<file path="src/rtl/load24_seq.sv">
// load24_seq: streaming sequencer for the combinational load24_littleEndian
// (CBD eta=3) function unit. Repacks a frame of little-endian 32-bit words
// into consecutive 24-bit chunks and issues one chunk per cycle to the unit.
// Each rd2 result is registered and presented on a valid/ready output stream.
//
// Build option: define ATHOS_LOAD24_PAD_EN to zero-pad the 1- or 2-byte frame
// residue into one extra chunk that carries out_last_o. Without it the residue
// is dropped and out_last_o rides the last full chunk.
//
// Ports:
//   clk_i, rst_i            clock, asynchronous active-high reset
//   in_valid_i/in_ready_o   input word handshake
//   in_data_i, in_last_i    input word (byte0 = [7:0] earliest), end of frame
//   fu_valid_o, fu_rs1_o    chunk issued to the FU this cycle ({8'h00, chunk})
//   fu_rd2_i                FU combinational result
//   out_valid_o/out_ready_i output result handshake
//   out_data_o, out_last_o  registered FU result, final result of frame
//   chunk_cnt_o             chunks emitted in the current frame
//   busy_o                  sequencer is not idle
//
// state | meaning
// ------+------------------------------------------------------------
// IDLE  | waiting for the first word of a frame
// FILL  | accepting words, emitting chunks as bytes become available
// DRAIN | last word taken; emitting remaining chunks until final handshake

module load24_seq #(
    parameter int CNT_W     = 16,
    parameter int BUF_BYTES = 8
) (
    input  logic             clk_i,
    input  logic             rst_i,
    input  logic             in_valid_i,
    output logic             in_ready_o,
    input  logic [31:0]      in_data_i,
    input  logic             in_last_i,
    output logic             fu_valid_o,
    output logic [31:0]      fu_rs1_o,
    input  logic [31:0]      fu_rd2_i,
    output logic             out_valid_o,
    input  logic             out_ready_i,
    output logic [31:0]      out_data_o,
    output logic             out_last_o,
    output logic [CNT_W-1:0] chunk_cnt_o,
    output logic             busy_o
);

    typedef enum logic [1:0] {
        ST_IDLE  = 2'd0,
        ST_FILL  = 2'd1,
        ST_DRAIN = 2'd2
    } state_t;

    localparam int BUF_W  = 8 * BUF_BYTES;
    localparam int FILL_W = $clog2(BUF_BYTES + 1);

    state_t            state_q, state_d;
    logic [BUF_W-1:0]  byte_buf_q, byte_buf_d, byte_buf_shift;
    logic [FILL_W-1:0] fill_q, fill_d, fill_shift;
    logic              in_ready_d;
    logic              accept, slot_free, emit, emit_last;

    always_comb begin
        accept    = in_valid_i && in_ready_o;
        slot_free = !out_valid_o || out_ready_i;

`ifdef ATHOS_LOAD24_PAD_EN
        // A 1- or 2-byte residue in DRAIN goes out as a zero-padded chunk;
        // bytes above fill are always zero so the buffer already holds the pad.
        emit      = slot_free && ((fill_q >= FILL_W'(3)) ||
                                  (state_q == ST_DRAIN && fill_q != '0));
        emit_last = emit && (state_q == ST_DRAIN) && (fill_q <= FILL_W'(3));
`else
        emit      = slot_free && (fill_q >= FILL_W'(3));
        emit_last = emit && (state_q == ST_DRAIN) && (fill_q < FILL_W'(6));
`endif

        fu_valid_o = emit;
        fu_rs1_o   = emit ? {8'h00, byte_buf_q[23:0]} : 32'h0;

        byte_buf_shift = byte_buf_q;
        fill_shift     = fill_q;
        if (emit) begin
            byte_buf_shift = byte_buf_q >> 24;
            fill_shift     = (fill_q >= FILL_W'(3)) ? fill_q - FILL_W'(3) : '0;
        end
        // The final chunk of a frame leaves nothing behind: any residue is
        // either already padded out or discarded here.
        if (emit_last) begin
            byte_buf_shift = '0;
            fill_shift     = '0;
        end

        byte_buf_d = byte_buf_shift;
        fill_d     = fill_shift;
        if (accept) begin
            byte_buf_d = byte_buf_shift | (BUF_W'(in_data_i) << {fill_shift, 3'b000});
            fill_d     = fill_shift + FILL_W'(4);
        end

        state_d = state_q;
        case (state_q)
            ST_IDLE:  if (accept) state_d = in_last_i ? ST_DRAIN : ST_FILL;
            ST_FILL:  if (accept && in_last_i) state_d = ST_DRAIN;
            ST_DRAIN: if (out_valid_o && out_ready_i && out_last_o) state_d = ST_IDLE;
            default:  state_d = ST_IDLE;
        endcase

        // Registered ready: in FILL it reflects the fill level at the start of
        // the cycle it is presented in, so room for a full word is guaranteed.
        in_ready_d = (state_d == ST_IDLE) ||
                     (state_d == ST_FILL && fill_d <= FILL_W'(4));
    end

    always_ff @(posedge clk_i or posedge rst_i) begin
        if (rst_i) begin
            state_q     <= ST_IDLE;
            byte_buf_q  <= '0;
            fill_q      <= '0;
            in_ready_o  <= 1'b0;
            out_valid_o <= 1'b0;
            out_data_o  <= '0;
            out_last_o  <= 1'b0;
            chunk_cnt_o <= '0;
        end else begin
            state_q    <= state_d;
            byte_buf_q <= byte_buf_d;
            fill_q     <= fill_d;
            in_ready_o <= in_ready_d;

            if (state_q == ST_IDLE && accept) begin
                chunk_cnt_o <= '0;
            end else if (emit) begin
                chunk_cnt_o <= chunk_cnt_o + CNT_W'(1);
            end

            if (emit) begin
                out_valid_o <= 1'b1;
                out_data_o  <= fu_rd2_i;
                out_last_o  <= emit_last;
            end else if (out_ready_i) begin
                out_valid_o <= 1'b0;
            end
        end
    end

    assign busy_o = (state_q != ST_IDLE);

endmodule
</file>
<file path="config.mk">
export PLATFORM = sky130hd
export DESIGN_NAME = load24_seq
export DESIGN_NICKNAME = d
export VERILOG_FILES = /design/src/rtl/load24_seq.sv
export SDC_FILE = /design/constraint.sdc
export NUM_CORES = 1
export LEC_CHECK = 0
export BUFFER_PORTS_ARGS = -buffer_cell sky130_fd_sc_hd__buf_2
export CORE_ASPECT_RATIO = 0.7
export CORE_MARGIN = 2
export CORE_UTILIZATION = 49
export CTS_CLUSTER_SIZE = 10
export DETAILED_ROUTE_END_ITERATION = 7
export GPL_ROUTABILITY_DRIVEN = 0
export MAX_ROUTING_LAYER = met4
export PLACE_DENSITY = 0.84
export SYNTH_ARGS = -nofsm -noshare
export SYNTH_HDL_FRONTEND = slang
export SYNTH_SLANG_ARGS = --single-unit
</file>
<file path="constraint.sdc">
create_clock -name clk_i -period 4.2 [get_ports clk_i]
set_input_delay 1.05 -clock clk_i [delete_from_list [all_inputs] [get_ports clk_i]]
set_output_delay 1.05 -clock clk_i [all_outputs]
set_load 0.02 [all_outputs]
</file>
======== Yosys cells after proc, flatten, opt, wreduce, memory -nomap -nowiden ========
Index checks and enable logic that the tools add are counted.
storage, ports and cells
  flip-flop bits (word level) ............. 121
  latch bits .............................. 0
  bits in writable memories ............... 0
  memory bits (read-only) ................. 0
  bits of input ports ..................... 69
  output and inout bits ................... 85
  logic and storage cells ................. 53
  memories ................................ 0
cells by class
  add/sub/neg operators ................... 3
  multiply operators ...................... 0
  divide/modulo/power cells ............... 0
  $lt $le $gt $ge ......................... 3
  equality and inequality tests ........... 3
  shift-type cells ........................ 1
  muxes and demuxes ....................... 17
  bitwise operators ....................... 1
  reductions and logical operators ........ 17
operator list
  operator                                                                          number
  64-bit two-way mux                                                                3
  64-bit bitwise OR                                                                 1
  32-bit by 7-bit << shifter with 64-bit output                                     1
  16-bit two-way mux                                                                2
  24-bit two-way mux                                                                1
  16-bit by 1-bit adder with 16-bit output, second input constant                   1
  4-bit two-way mux                                                                 4
  1-bit logical AND                                                                 9
  2-bit two-way mux                                                                 4
  2-bit one-hot mux with 3 select lines                                             1
  2-bit nonzero test                                                                3
  4-bit by 3-bit adder with 4-bit output, second input constant                     1
  2-bit by 1-bit == test with 1-bit output, second input constant                   2
  4-bit by 2-bit >= comparator with 1-bit output, second input constant             1
  4-bit by 3-bit less-or-equal comparator with 1-bit output, second input constant  1
  2-bit zero test                                                                   2
  4-bit by 3-bit < comparator with 1-bit output, second input constant              1
  4-bit by 2-bit subtractor with 4-bit output, second input constant                1
  2-bit == test, second input constant                                              1
  1-bit logical OR                                                                  2
  1-bit two-way mux                                                                 2
  1-bit zero test                                                                   1

======== Depth between registers and ports, before layout ========
Gate-level depths: netlist of the first run.
  word-level depth ........................ 11
  depth in mapped cells ................... 10
  mapped depth without buffers ............ 8

======== Least setup slack after synthesis of the first run ========
OpenSTA, ideal clock, no wires.
  path kind ............................... input-to-output
  start ................................... in out_ready_i
  end ..................................... out fu_valid_o
  arrival time ............................ 2.402 ns
  slack ................................... 0.748 ns
  stages .................................. 7
  cells stage by stage .................... nand2b_1 > clkbuf_1 > nand2_2 > clkinv_1 > buf_2 > buf_2 > buf_1
on the way
  longest elaborated chain between the ends .. 2
ends and longest elaborated chain
  what               RTL line  source
  start, declared    41        input logic out_ready_i,
  1-bit logical OR   65        slot_free = !out_valid_o || out_ready_i;
  1-bit logical AND  74        emit = slot_free && (fill_q >= FILL_W'(3));
  end, declared      37        output logic fu_valid_o,
No other way between the ends.

======== Worst setup path after layout of the first run ========
  start ................................... reg fill_q[1]
  end ..................................... out fu_rs1_o[14]
on the way
  longest elaborated chain between the ends .. 3
ends and longest elaborated chain
  what                                            RTL line  source
  start, declared                                 59        logic [FILL_W-1:0] fill_q, fill_d, fill_shift;
  start signal, assigned                          128       fill_q <= fill_d;
  4-bit by 2-bit >= comparator with 1-bit output  74
  1-bit logical AND                               74
  24-bit two-way mux                              79        fu_rs1_o = emit ? {8'h00, byte_buf_q[23:0]} : 32'h0;
  end, declared                                   38        output logic [31:0] fu_rs1_o,
No other way between the ends.

==> out/metrics.yaml, run 1 <==
status: "finished clean"
initial_utilization: 0.500
period_share: 0.890
utilization: 0.604
grt_overflow_total: 0
drv_cap: 0
postSynthAreaPerCell_um2: 9.12
floorplan.die_area_um2: 14400
synthCells: 721
min_path_type: "flip-flop to flip-flop"
dr.pass1.iters: 6
synth_ff_type: "dfrtp_1"
clk_pin_slew_ns: 0.06
synth_edf_count: 0
fillers: 1107
hold_buffers: 0
synthDistinctLibCells: 59
antenna_found_initial: 0
vias: 6186
crit_chain: "ha_1 -> or3_1 -> buf_4 -> and3_1 -> buf_2"
cts_resized: 0
tightest_slew_ns: 1.04
end_kind: "output pin"
core_area_um2: 13100
die_h_um: 101
leakagePower_nw: 4.01
vias_per_cell: 6.03
critPathKind: "flip-flop to output pin"
maxSlewHeadroom: 0.304
grt_first_pass_wirelength_um: 31100
drv_slew: 0
cts_root_buf: "clkbuf_16"
finalHoldViolations: 0
track_usage: 0.291
grt_pass1_vias: 5805
synth-seq-cells: 121
yosysSeqAreaShare: 0.461
antenna_left: 0
clockBufferDepth: 2
p_total_mw: 7.40
synthArstFlopShare: 1.00
insertion_delay_ns: 0.42
setup_viol: 0
layout-drive-gt1-share: 0.278
vdd_drop_max_mv: 0.475
h-tree-depth: 4
nNetsFinal: 918
n_antenna_cell: 0
dpl.hpwl_um: 13500
critPathRequiredTime_ns: 3.15
fmax_ghz: 0.267
max_stage_delay_ns: 0.73
die_width_um: 142
critical_path.max_fanout: 18
area_delta_synth_final_pct: 20.7
slowest_stage: "or3_1"
place_area_um2: 7350
post_cts_buffers: 0
io_buffers: 145
cts.sinks: 121
drc: 0
grt_max_degree: 65
numCtsBuffers: 17
fin_setup_tns_ns: 0
num_rows: 35
io_pins: 154
syn-cell-area_um2: 6580
drt-total-wl_um: 19700
skew_ns: 0.00650
start_kind: "flip-flop"
cts_tree: "yes"
powerDensity_nw_per_um2: 932
rsz0062_at_grt: "false"
yosys_warnings: 0
fin_area_um2: 7940
wl_per_cell_um: 19.2
cp.arrival_ns: 2.69
period_minus_slack_ns: 3.74
drt_iter0_drc: 750
cell type report:
cell class | count | area, um2 | share of cell area
Clock buffer | 17 | 425 | 0.0536
Clock inverter | 15 | 165 | 0.0208
Multi-Input combinational cell | 532 | 3200 | 0.403
Inverter | 14 | 56.3 | 0.00709
Tap cell | 166 | 208 | 0.0262
Timing Repair Buffer | 161 | 858 | 0.108
Sequential cell | 121 | 3030 | 0.382
cells in the mapped netlist, drive strengths merged (4+ instances only):
library cell | number | share of area
buf | 35 | 0.035
a22oi | 18 | 0.021
and3 | 25 | 0.024
a21oi | 14 | 0.011
a31o | 16 | 0.021
a221oi | 9 | 0.012
mux2 | 17 | 0.029
a22o | 14 | 0.019
nor2 | 59 | 0.034
xor2 | 7 | 0.0093
mux2i | 15 | 0.023
a21o | 7 | 0.0080
o31a | 8 | 0.011
a222oi | 8 | 0.012
inv | 12 | 0.0069
dfrtp | 121 | 0.46
nand3 | 28 | 0.021
a221o | 16 | 0.024
xnor2 | 8 | 0.011
clkbuf | 26 | 0.015
and2 | 4 | 0.0038
a32oi | 8 | 0.011
o21ai | 41 | 0.031
nand2 | 165 | 0.095
sequential cells by signal (all words and copies together), names as in the netlist:
name,count
byte_buf_q,64
chunk_cnt_o,16
fill_q,4
in_ready_o,1
out_data_o,32
out_last_o,1
out_valid_o,1
state_q,2
where the power goes:
group / switching (mW) / internal, mW / total (mW)
combinational: 2.56 / 1.40 / 3.96
clock: 0.588 / 0.884 / 1.47
sequential: 0.327 / 1.65 / 1.97
total: 3.48 / 3.93 / 7.40
worst max-delay path: cells and delay by family, from the launching register on:
kind	cells	cell delay, ns
flops	1	0.52
simple gates	2	0.92
buf+inv	2	0.51
fa+ha+maj	1	0.32
through the flow:
step           cells  hold WS (ns)  setup WS, ns
2_1_floorplan    728         0.451         0.748
3_3_place_gp     994         0.455         0.665
3_5_place_dp     994         0.460         0.600
4_1_cts         1026         0.476         0.515
5_1_grt         1026         0.502         0.334
6_report        1026         0.472         0.460
cell families after synthesis:
group                      count (synthesis)  share of synthesized area
muxes                                     32                     0.0519
DFF                                      121                      0.461
AOI/OAI and AO/OA                        169                      0.199
other                                      1                   0.000570
xor gates and xnor gates                  15                     0.0200
and+or+nand+nor                          306                      0.206
adders and majority gates                  2                    0.00381
buffers and inverters                     75                     0.0580
cells in the final DEF, fill, tap and decap left out, drive strengths merged, types with 9 or more instances in the layout:
| cell | netlist | layout |
|---|---|---|
| a21oi | 14 | 14 |
| a221o | 16 | 16 |
| a221oi | 9 | 9 |
| a22o | 14 | 14 |
| a22oi | 18 | 18 |
| a31o | 16 | 16 |
| and3 | 25 | 25 |
| buf | 35 | 161 |
| clkbuf | 26 | 17 |
| dfrtp | 121 | 121 |
| inv | 12 | 17 |
| mux2 | 17 | 17 |
| mux2i | 15 | 15 |
| nand2 | 165 | 165 |
| nand3 | 28 | 28 |
| nor2 | 59 | 59 |
| o21ai | 41 | 41 |
metal layers:
metal	up-vias	wire length (um)	part of all wire	global-route usage
li1	2810	-	-	-
met1	2908	8240	0.42	0.390
met2	421	8500	0.43	0.413
met3	47	2570	0.13	0.105
met4	0	354	0.018	0.0937
met5	-	0	0	-
path summary, 6_finish.rpt:
kind | startpoint | slack (ns) | depth (start not counted) | endpoint
setup / recovery | fill_q[1] | 0.46 | 5 | fu_rs1_o[14]
hold / removal | out_data_o[1] | 0.47 | 2 | out_data_o[1]
setup reg to reg | fill_q[1] | 0.76 | 8 | byte_buf_q[36]
hold reg to reg | out_data_o[1] | 0.47 | 2 | out_data_o[1]
max in group asynchronous | rst_i | 2.59 | 3 | chunk_cnt_o[4]
min in group asynchronous | rst_i | 0.73 | 2 | fill_q[0]
No activity file was read; power rests on OpenSTA's default activity.
==> run 2: changes to the inputs <==
- BUFFER_PORTS_ARGS: -buffer_cell sky130_fd_sc_hd__buf_2 -> -buffer_cell sky130_fd_sc_hd__buf_4
==> run 2 against run 1 <==
  * Critical endpoint is now fu_rs1_o[8]
  * Non-clock buffer count increased by 2
  * Sequential share of layout area decreased by 1.8 points
  * Die area is the same
  * Clock power about the same
  * Global-route usage shrank 0.43 points
  * Core utilization up 3.0 points
  * First-iteration DRC count up 17%
  * Clock skew rose by 0.0079 ns
  * Power is 2.7% higher
  * Largest power group unchanged
  * Worst setup slack improved by 0.089 ns
==> out/metrics.yaml, run 2 (synthesis results as in run 1) <==
track_usage: 0.287  # was 0.291
max_stage_delay_ns: 0.70  # was 0.73 ns
setup_viol: 0  # unchanged
cts.sinks: 121  # unchanged
fin_setup_tns_ns: 0  # unchanged
leakagePower_nw: 4.11  # was 4.01 nW
drc: 0  # unchanged
drt_iter0_drc: 880  # was 750
worst_slack_ns: 0.550  # was 0.460 ns
clock_power_share: 0.196  # was 0.199
fillers: 1067  # was 1,107
period_minus_slack_ns: 3.65  # was 3.74 ns
cts_resized: 0  # unchanged
min_path_type: "flip-flop to flip-flop"  # unchanged
largest_register_ff_count: 64  # unchanged
vias_per_cell: 6.00  # was 6.03
crit_chain: "ha_1 -> or3_1 -> buf_4 -> and3_1 -> buf_4"  # was ha_1 -> or3_1 -> buf_4 -> and3_1 -> buf_2
antenna_found_initial: 0  # unchanged
grt_first_pass_wirelength_um: 30900  # was 31,100 um
numCtsBuffers: 17  # unchanged
vias: 6167  # was 6,186
maxSlewHeadroom: 0.286  # was 0.304
p_comb_frac: 0.544  # was 0.535
top_regs: "byte_buf_q: 64 flops, out_data_o: 32 flops, chunk_cnt_o: 16 flops"  # unchanged
final_cell_mix: "nand2_1, buf_4, dfrtp_1, nor2_1, o21ai_0"  # was nand2_1, buf_2, dfrtp_1, nor2_1, o21ai_0
dpl.hpwl_um: 13400  # was 13,500 um
io_buffers: 145  # unchanged
h-tree-depth: 4  # unchanged
finalHoldViolations: 0  # unchanged
tightest_slew_ns: 1.07  # was 1.04 ns
powerDensity_nw_per_um2: 913  # was 932 nW/um2
num_rows: 35  # unchanged
regArea_um2: 3030  # unchanged
drt-total-wl_um: 19800  # was 19,700 um
highest_layer: "met4"  # unchanged
cp.arrival_ns: 2.60  # was 2.69 ns
wl_met1_um: 8230  # was 8240 um
start_kind: "flip-flop"  # unchanged
dp_cells: 996  # was 994
io_pins: 154  # unchanged
drv_cap: 0  # unchanged
slowest_stage: "or3_1"  # unchanged
end_kind: "output pin"  # unchanged
layout.cells.most_common: "nand2_1"  # unchanged
grt_overflow_total: 0  # unchanged
grt_max_degree: 116  # was 65
drv_slew: 0  # unchanged
largest-register: "byte_buf_q"  # unchanged
insertion_delay_ns: 0.42  # about the same
n_antenna_cell: 0  # unchanged
period_share: 0.869  # was 0.890
routed-wl-met3_um: 2590  # was 2570 um
fmax_ghz: 0.274  # was 0.267 GHz
critPathKind: "flip-flop to output pin"  # unchanged
wl_per_cell_um: 19.2  # about the same
antenna_left: 0  # unchanged
critPathRequiredTime_ns: 3.15  # about the same
critical_path.max_fanout: 18  # unchanged
swShare: 0.453  # was 0.469
nNetsFinal: 920  # was 918
pre_cts_ws_ns: 0.756  # was 0.600 ns
status: "finished clean"  # unchanged
cp_common_cell: "buf_4"
post_cts_buffers: 0  # unchanged
clk_pin_slew_ns: 0.06  # about the same
floorplan.die_area_um2: 14400  # unchanged
grt_pass1_vias: 5818  # was 5,805
seqPwrFrac: 0.260  # was 0.267
hold_buffers: 0  # unchanged
final_cells: 1028  # was 1,026
area_delta_synth_final_pct: 26.7  # was 20.7%
p_int_mw: 4.16  # was 3.93 mW
clockBufferDepth: 2  # unchanged
die_h_um: 101  # unchanged
dr.pass1.iters: 8  # was 6
core_area_um2: 13100  # unchanged
rsz0062_at_grt: "false"  # unchanged
die_width_um: 142  # unchanged
cts_root_buf: "clkbuf_16"  # unchanged
dr_wl_met2_um: 8490  # was 8500 um
multi_input_area_um2: 3200  # unchanged
vdd_drop_max_mv: 0.554  # was 0.475 mV
skew_ns: 0.0144  # was 0.00650 ns
layout-drive-gt1-share: 0.278  # about the same
initial_utilization: 0.500  # unchanged
cts_tree: "yes"  # unchanged
p_switching_mw: 3.45  # was 3.48 mW
-- run 2: layout make-up --
| class | count | share of cell area |
|---|---|---|
| clock inverter | 14 | 0.0210 |
| tap | 166 | 0.0249 |
| clock buffer | 18 | 0.0515 |
| multi-input combinational | 532 | 0.384 |
| timing repair buffer | 163 | 0.148 |
| sequential | 121 | 0.364 |
| inverter | 14 | 0.00676 |
-- run 2: metrics by stage --
| stage | util | total power, mW | cell area [um2] | hold slack [ns] |
|---|---|---|---|---|
| after floorplan | - | 4.75 | 6610 | 0.451 |
| after global placement | 0.588 | 5.89 | 7730 | 0.458 |
| after detailed placement | 0.588 | 6.00 | 7730 | 0.464 |
| after CTS | 0.634 | 7.50 | 8330 | 0.478 |
| after global routing | 0.634 | 8.02 | 8330 | 0.502 |
| final | 0.634 | 7.60 | 8330 | 0.472 |
-- run 2: worst paths after layout --
check	end	cells after the start	slack (ns)	start
worst min register to register	out_data_o[5]	2	0.47	out_data_o[5]
worst min-delay path	out_data_o[5]	2	0.47	out_data_o[5]
worst max-delay path	fu_rs1_o[8]	5	0.55	fill_q[1]
worst max register to register	byte_buf_q[4]	7	0.90	fill_q[1]
max in group asynchronous	byte_buf_q[0]	3	2.49	rst_i
min in group asynchronous	fill_q[0]	3	0.77	rst_i
-- run 2: critical path, delay by kind of cell, from the launching register on --
| family | cells | cell delay, ns |
|---|---|---|
| adder cells (fa/ha/maj) | 1 | 0.30 |
| buffers and inverters | 2 | 0.49 |
| flip-flops | 1 | 0.48 |
| AND/OR/NAND/NOR | 2 | 0.90 |
-- run 2: layer usage --
| metal | track usage | up-vias |
|---|---|---|
| met5 | - | - |
| met4 | 0.0937 | 0 |
| met3 | 0.114 | 48 |
| met2 | 0.401 | 385 |
| met1 | 0.382 | 2928 |
| li1 | - | 2806 |
-- run 2: power groups by stage --
stage	Sequential [mW]	Clock, mW	Combinational, mW
after floorplan	2.10	0	2.65
after global placement	1.97	0	3.93
after detailed placement	1.97	0	4.03
after CTS	1.96	1.50	4.04
after global routing	2.02	1.56	4.44
final	1.97	1.49	4.14
